**config.mk**
```make
export PLATFORM = sky130hd
export DESIGN_NAME = wptr_ctrl_prog_flat
export DESIGN_NICKNAME = d
export VERILOG_FILES = /design/src/rtl/wptr_ctrl_prog_if.sv /design/src/rtl/wptr_ctrl_prog.sv /design/src/flat_wrapper.sv
export SDC_FILE = /design/constraint.sdc
export NUM_CORES = 1
export LEC_CHECK = 0
export ABC_AREA = 1
export CAP_MARGIN = 20
export CORE_ASPECT_RATIO = 0.5
export CORE_MARGIN = 3
export CORE_UTILIZATION = 35
export CTS_CLUSTER_SIZE = 14
export DETAILED_ROUTE_END_ITERATION = 8
export GPL_TIMING_DRIVEN = 0
export PLACE_DENSITY = 0.72
export SLEW_MARGIN = 25
export SYNTH_ARGS = -nofsm -noshare
export SYNTH_HDL_FRONTEND = slang
export SYNTH_SLANG_ARGS = --single-unit
export TNS_END_PERCENT = 50
```
**constraint.sdc**
```tcl
create_clock -name wclk -period 5.53 [get_ports wclk]
set_input_delay 1.106 -clock wclk [delete_from_list [all_inputs] [get_ports wclk]]
set_output_delay 1.106 -clock wclk [all_outputs]
set_load 0.1 [all_outputs]
```
**src/rtl/wptr_ctrl_prog_if.sv**
```systemverilog
// Write-side bus of the async FIFO write-pointer controller.
// master = the writer/test side, slave = the pointer controller.
interface wptr_ctrl_prog_if #(
    parameter int PTR_WIDTH = 4
);
    logic                 we;
    logic [PTR_WIDTH:0]   g_rptr;
    logic [PTR_WIDTH:0]   af_thresh;
    logic                 af_load;
    logic                 ovf_clr;
    logic                 mem_we;
    logic [PTR_WIDTH-1:0] waddr;
    logic [PTR_WIDTH:0]   b_wptr;
    logic [PTR_WIDTH:0]   g_wptr;
    logic [PTR_WIDTH:0]   wr_count;
    logic                 full;
    logic                 almost_full;
    logic                 h_full;
    logic                 overflow;

    modport master (
        output we, g_rptr, af_thresh, af_load, ovf_clr,
        input  mem_we, waddr, b_wptr, g_wptr, wr_count,
               full, almost_full, h_full, overflow
    );

    modport slave (
        input  we, g_rptr, af_thresh, af_load, ovf_clr,
        output mem_we, waddr, b_wptr, g_wptr, wr_count,
               full, almost_full, h_full, overflow
    );
endinterface

```
**src/rtl/wptr_ctrl_prog.sv**
```systemverilog
// Write-domain pointer/flag controller for the async FIFO.
// Synchronizes the Gray read pointer, keeps binary/Gray write pointers,
// an exact occupancy count, full / half-full / programmable almost-full
// flags and a sticky overflow flag. Everything runs on wclk.
module wptr_ctrl_prog #(
    parameter int PTR_WIDTH   = 4,
    parameter int DEPTH       = 1 << PTR_WIDTH,
    parameter int SYNC_STAGES = 2,
    parameter int AF_RESET    = DEPTH - 2
) (
    input  logic            wclk,
    input  logic            w_rst,
    wptr_ctrl_prog_if.slave bus
);
    localparam int PW = PTR_WIDTH + 1;
    localparam logic [PTR_WIDTH:0] DEPTH_P    = PW'(DEPTH);
    localparam logic [PTR_WIDTH:0] HALF_P     = PW'(DEPTH / 2);
    localparam logic [PTR_WIDTH:0] AF_RESET_P = PW'(AF_RESET);
    localparam logic [PTR_WIDTH:0] ONE_P      = PW'(1);

    logic [PTR_WIDTH:0] sync_q [SYNC_STAGES];
    logic [PTR_WIDTH:0] g_rptr_s;
    logic [PTR_WIDTH:0] b_rptr_s;

    logic [PTR_WIDTH:0] b_wptr_q;
    logic [PTR_WIDTH:0] g_wptr_q;
    logic [PTR_WIDTH:0] count_q;
    logic [PTR_WIDTH:0] thr_q;
    logic               full_q;
    logic               af_q;
    logic               hf_q;
    logic               ovf_q;

    logic               wr_ok;
    logic [PTR_WIDTH:0] b_wptr_next;
    logic [PTR_WIDTH:0] g_wptr_next;
    logic [PTR_WIDTH:0] count_next;
    logic [PTR_WIDTH:0] thr_load;
    logic               full_next;

    // Shift the Gray read pointer through the synchronizer chain
    always_ff @(posedge wclk or posedge w_rst) begin
        if (w_rst) begin
            for (int i = 0; i < SYNC_STAGES; i++) sync_q[i] <= '0;
        end else begin
            sync_q[0] <= bus.g_rptr;
            for (int i = 1; i < SYNC_STAGES; i++) sync_q[i] <= sync_q[i-1];
        end
    end

    assign g_rptr_s = sync_q[SYNC_STAGES-1];

    // Gray-to-binary: each binary bit is the XOR of all Gray bits at or above it
    always_comb begin
        b_rptr_s = '0;
        for (int i = 0; i <= PTR_WIDTH; i++) b_rptr_s[i] = ^(g_rptr_s >> i);
    end

    // Next pointer, count and full decode
    always_comb begin
        wr_ok       = bus.we & ~full_q;
        b_wptr_next = b_wptr_q + PW'(wr_ok);
        g_wptr_next = b_wptr_next ^ (b_wptr_next >> 1);
        count_next  = b_wptr_next - b_rptr_s;
        full_next   = (g_wptr_next == {~g_rptr_s[PTR_WIDTH -: 2], g_rptr_s[PTR_WIDTH-2:0]});
    end

    // Clamp a new almost-full threshold into 1..DEPTH before it is stored
    always_comb begin
        thr_load = bus.af_thresh;
        if (bus.af_thresh == '0) begin
            thr_load = ONE_P;
        end else if (bus.af_thresh > DEPTH_P) begin
            thr_load = DEPTH_P;
        end
    end

    // Pointer, count and flag registers
    always_ff @(posedge wclk or posedge w_rst) begin
        if (w_rst) begin
            b_wptr_q <= '0;
            g_wptr_q <= '0;
            count_q  <= '0;
            full_q   <= 1'b0;
            af_q     <= 1'b0;
            hf_q     <= 1'b0;
        end else begin
            b_wptr_q <= b_wptr_next;
            g_wptr_q <= g_wptr_next;
            count_q  <= count_next;
            full_q   <= full_next;
            af_q     <= (count_next >= thr_q);
            hf_q     <= (count_next >= HALF_P);
        end
    end

    // Almost-full threshold register; the new value takes effect next cycle
    always_ff @(posedge wclk or posedge w_rst) begin
        if (w_rst) begin
            thr_q <= AF_RESET_P;
        end else if (bus.af_load) begin
            thr_q <= thr_load;
        end
    end

    // Sticky overflow: a write attempt while full sets it and beats a clear
    always_ff @(posedge wclk or posedge w_rst) begin
        if (w_rst) begin
            ovf_q <= 1'b0;
        end else if (bus.we & full_q) begin
            ovf_q <= 1'b1;
        end else if (bus.ovf_clr) begin
            ovf_q <= 1'b0;
        end
    end

    assign bus.mem_we      = wr_ok;
    assign bus.waddr       = b_wptr_q[PTR_WIDTH-1:0];
    assign bus.b_wptr      = b_wptr_q;
    assign bus.g_wptr      = g_wptr_q;
    assign bus.wr_count    = count_q;
    assign bus.full        = full_q;
    assign bus.almost_full = af_q;
    assign bus.h_full      = hf_q;
    assign bus.overflow    = ovf_q;
endmodule

```
**src/flat_wrapper.sv**
```systemverilog
// flat-port wrapper written by rule: the top's interface ports become plain ports
module wptr_ctrl_prog_flat 
#(
    parameter int PTR_WIDTH   = 4,
    parameter int DEPTH       = 1 << PTR_WIDTH,
    parameter int SYNC_STAGES = 2,
    parameter int AF_RESET    = DEPTH - 2
)
  (wclk, w_rst, bus_we, bus_g_rptr, bus_af_thresh, bus_af_load, bus_ovf_clr, bus_mem_we, bus_waddr, bus_b_wptr, bus_g_wptr, bus_wr_count, bus_full, bus_almost_full, bus_h_full, bus_overflow);
  wptr_ctrl_prog_if #(.PTR_WIDTH(PTR_WIDTH)) bus_i ();
  input  logic wclk;
  input  logic w_rst;
  input wire logic [$bits(bus_i.we)-1:0] bus_we;
  input wire logic [$bits(bus_i.g_rptr)-1:0] bus_g_rptr;
  input wire logic [$bits(bus_i.af_thresh)-1:0] bus_af_thresh;
  input wire logic [$bits(bus_i.af_load)-1:0] bus_af_load;
  input wire logic [$bits(bus_i.ovf_clr)-1:0] bus_ovf_clr;
  output wire logic [$bits(bus_i.mem_we)-1:0] bus_mem_we;
  output wire logic [$bits(bus_i.waddr)-1:0] bus_waddr;
  output wire logic [$bits(bus_i.b_wptr)-1:0] bus_b_wptr;
  output wire logic [$bits(bus_i.g_wptr)-1:0] bus_g_wptr;
  output wire logic [$bits(bus_i.wr_count)-1:0] bus_wr_count;
  output wire logic [$bits(bus_i.full)-1:0] bus_full;
  output wire logic [$bits(bus_i.almost_full)-1:0] bus_almost_full;
  output wire logic [$bits(bus_i.h_full)-1:0] bus_h_full;
  output wire logic [$bits(bus_i.overflow)-1:0] bus_overflow;
  assign bus_i.we = bus_we;
  assign bus_i.g_rptr = bus_g_rptr;
  assign bus_i.af_thresh = bus_af_thresh;
  assign bus_i.af_load = bus_af_load;
  assign bus_i.ovf_clr = bus_ovf_clr;
  assign bus_mem_we = bus_i.mem_we;
  assign bus_waddr = bus_i.waddr;
  assign bus_b_wptr = bus_i.b_wptr;
  assign bus_g_wptr = bus_i.g_wptr;
  assign bus_wr_count = bus_i.wr_count;
  assign bus_full = bus_i.full;
  assign bus_almost_full = bus_i.almost_full;
  assign bus_h_full = bus_i.h_full;
  assign bus_overflow = bus_i.overflow;
  wptr_ctrl_prog #(.PTR_WIDTH(PTR_WIDTH), .DEPTH(DEPTH), .SYNC_STAGES(SYNC_STAGES), .AF_RESET(AF_RESET)) u_core (.wclk(wclk), .w_rst(w_rst), .bus(bus_i));
endmodule
```
==> results.md <==
* Clock latency on the worst-skew pair at approximately 290 ps
* Detailed Routing Iterations Pass 1 at 4
* TritonCTS buffer count at 5
* Outcome: completed
* Setup TNS at 0 ps
* Crit path to: u_core.bus.almost_full
* Fin area at roughly 0.0022 mm^2
* Clk root buf: clkbuf_8
* Row count at 16
* Number of antenna-violating nets in the routed design at 0
* Core Box Area at between 0.004 and 0.005 mm^2
* Clk sinks at 33
* Reg2Reg Launch Point: u_core.bus.full
* Buffers on Ports at 38
* Post-synth EDFFs at 0
* Class of the worst hold path: reg -> reg
* Antenna diodes at 0
* Initial antenna violation count at 0
* Global-route wire length before repair at about 4800 um
* Yosys top cell area share at a little under half
* Area of the multi-input gates at around 620 um^2
* Max clock buf depth at 2
* YS warnings at 0
* Setup WS pre-CTS at approximately 1200 ps
* Most common cell in the netlist: nand2_1
* Vias in the first global route at roughly 1100
* #FFs+latches synth at 33
* Crit path required time at 5700 ps
* Final worst slack at 1520 ps
* Critical path class: in -> reg
* Top cells by area, synth: dfrtp_1, nand2_1, ha_1, inv_1, nand3_1
* CP endpoint kind: register
* Cells after Synth at 168
* Setup Skew at approximately 6.6 ps
* Wirelength per Cell at ~11 um
* Post-synthesis sequential area ratio at 52.1%
* Post-synth top cells: nand2_1, dfrtp_1, inv_1, nand3_1, ha_1
* Fillers at ~380
* Clock Pin Slew Worst Setup and Hold Paths at ~70 ps
* RSZ-0062 raised after global routing: false
* Max_cap viols at 0
* Minimum clock period at ~4000 ps
* Post-CTS Setup Bufs at 0
* DRT Wirelength at 2930 um
* Maximum number of pins on one net before global-route repair at 34
* DR vias/cell at between 4 and 5
* FF-to-FF path depth at 14
* Final hold vios at 0
* Async SR Flop Fraction at 100%
* Syn Std Cell Area at approximately 0.0016 mm^2
* All-Layer GR Usage at between 10% and 20%
* GR peak layer: met2
* Crit path from: bus_we
* Worst-Margin Slew at about 970 ps
* CTS tree: yes
* Area grow syn2layout at 35.3%
* Slew headroom at 35.0%
* HPWL reported at the end of detailed placement at between 2000 and 2500 um
* Starting Density at roughly two fifths
* Total grt overflow at 0
* Final setup viols at 0
* GPL Wtd Cong at a little over 0.8
* Arrival time worst endpoint at 4180 ps
* Area post-placement at roughly 0.0020 mm^2
* Share of cells above drive strength 1 at 10.3%
* Via count at about 1200
* Die height at ~54 um
* I/O pins at 39
* Htree depth at 2
* GR Util met3 at under 10%
* Die ar. at between 0.005 and 0.006 mm^2
* Syn_area_per_cell at ~9.5 um^2
* Post-synth net total at 195
* Seq. cell area at 830 um^2
* Post-synth top flop: dfrtp_1
* Crit start category: input pin
* M2 GR Usage at 19.5%
* Crit Path Max Fanout at 5
* Synth area leader: dfrtp_1
* Initial drt markers at 43
* DRC at 0
* Tcrit/Tclk final at 72.6%
* Met1 Use GR at 13.9%
* Synth cell types at 23
* FF-to-FF End: u_core.bus.almost_full
* Post-CTS sizing at 0
* Fin. max-slew vios at 0
* Die X-Extent at between 100 and 150 um
* R2R setup slack at about 2400 ps
* Nets at 240
* CTS Hold Bufs at 0
* Achievable Freq at about 250 MHz
## metal layers
layer  wire [um]  up-vias  share of wire [%]
met4          55        0                1.9
met2        1360       27                 46
met1        1320      553                 45
met5           0        -                  0
met3         195        6                6.7
li1            -      627                  -
## cell families after synthesis
family	count (synthesis)	synth area share, %
compound gates	14	5.11
simple gates	68	18.4
buf+inv	34	9.27
flops	33	52.1
xor+xnor	7	5.26
fa+ha+maj	12	9.90
## sequential cells by signal, indices dropped and copies added (netlist names)
register                cells
u_core.bus.b_wptr           5
u_core.bus.wr_count         5
u_core.g_rptr_s             5
u_core.sync_q               5
u_core.thr_q                5
u_core.bus.g_wptr           4
u_core.bus.almost_full      1
u_core.bus.full             1
u_core.bus.h_full           1
u_core.bus.overflow         1
## cell type report
type / instances / area share [%]
plain buffers: 6 / 1.97
well taps: 54 / 3.13
repair buffers: 38 / 17.6
inverters: 28 / 4.88
clock buffers: 5 / 3.19
clock inverters: 3 / 2.15
multi-input cells: 101 / 28.6
flip-flops and latches: 33 / 38.5
## through the flow
| step | instances | hold slack, ps | util (%) |
|---|---|---|---|
| after floorplan | 168 | 331 | - |
| after global placement | 260 | 331 | 49.5 |
| final | 268 | 345 | 52.3 |
| after CTS | 268 | 346 | 52.3 |
| after detailed placement | 260 | 338 | 49.5 |
| after global routing | 268 | 351 | 52.3 |
## worst min-delay path by stage
stage | from | endpoint | slack (ps) | cells after the start
detailed placement | u_core.sync_q[7] | u_core.g_rptr_s[2] | 340 | 0
global route | u_core.sync_q[6] | u_core.g_rptr_s[1] | 350 | 0
global placement | u_core.sync_q[8] | u_core.g_rptr_s[3] | 330 | 0
floorplan | u_core.sync_q[5] | u_core.g_rptr_s[0] | 330 | 0
finish | u_core.sync_q[6] | u_core.g_rptr_s[1] | 340 | 0
CTS | u_core.sync_q[6] | u_core.g_rptr_s[1] | 350 | 0
## placed cells by master (no fill, tap or decap), drive strengths merged
| cell type | instances |
|---|---|
| clkbuf | 5 |
| clkinv | 1 |
| buf | 6 |
| inv | 28 |
| o21a | 1 |
| nand4 | 4 |
| bufinv | 1 |
| clkinvlp | 1 |
| ha | 11 |
| o22ai | 3 |
| o311ai | 1 |
| nand3 | 16 |
| fa | 1 |
| nand2 | 42 |
| dfrtp | 30 |
| nor2 | 4 |
| nand3b | 2 |
| a21oi | 5 |
| dfstp | 3 |
| o21ai | 3 |
| a31oi | 1 |
| xor2 | 3 |
| clkdlybuf4s50 | 38 |
| xnor2 | 4 |
## critical path: stages
cell and delay, ps:
clkdlybuf4s50_1 470, inv_1 40, nor2_1 130, ha_1 240, ha_1 250, inv_1 80
nand2_1 60, nand2_1 120, ha_1 390, a21oi_1 130, o21ai_0 120, xnor2_1 200
inv_1 100, ha_1 310, nand2_1 80, o311ai_0 360
Power is not shown: default switching activity piles up to over one toggle a cycle in this logic, so the estimate is an artifact.
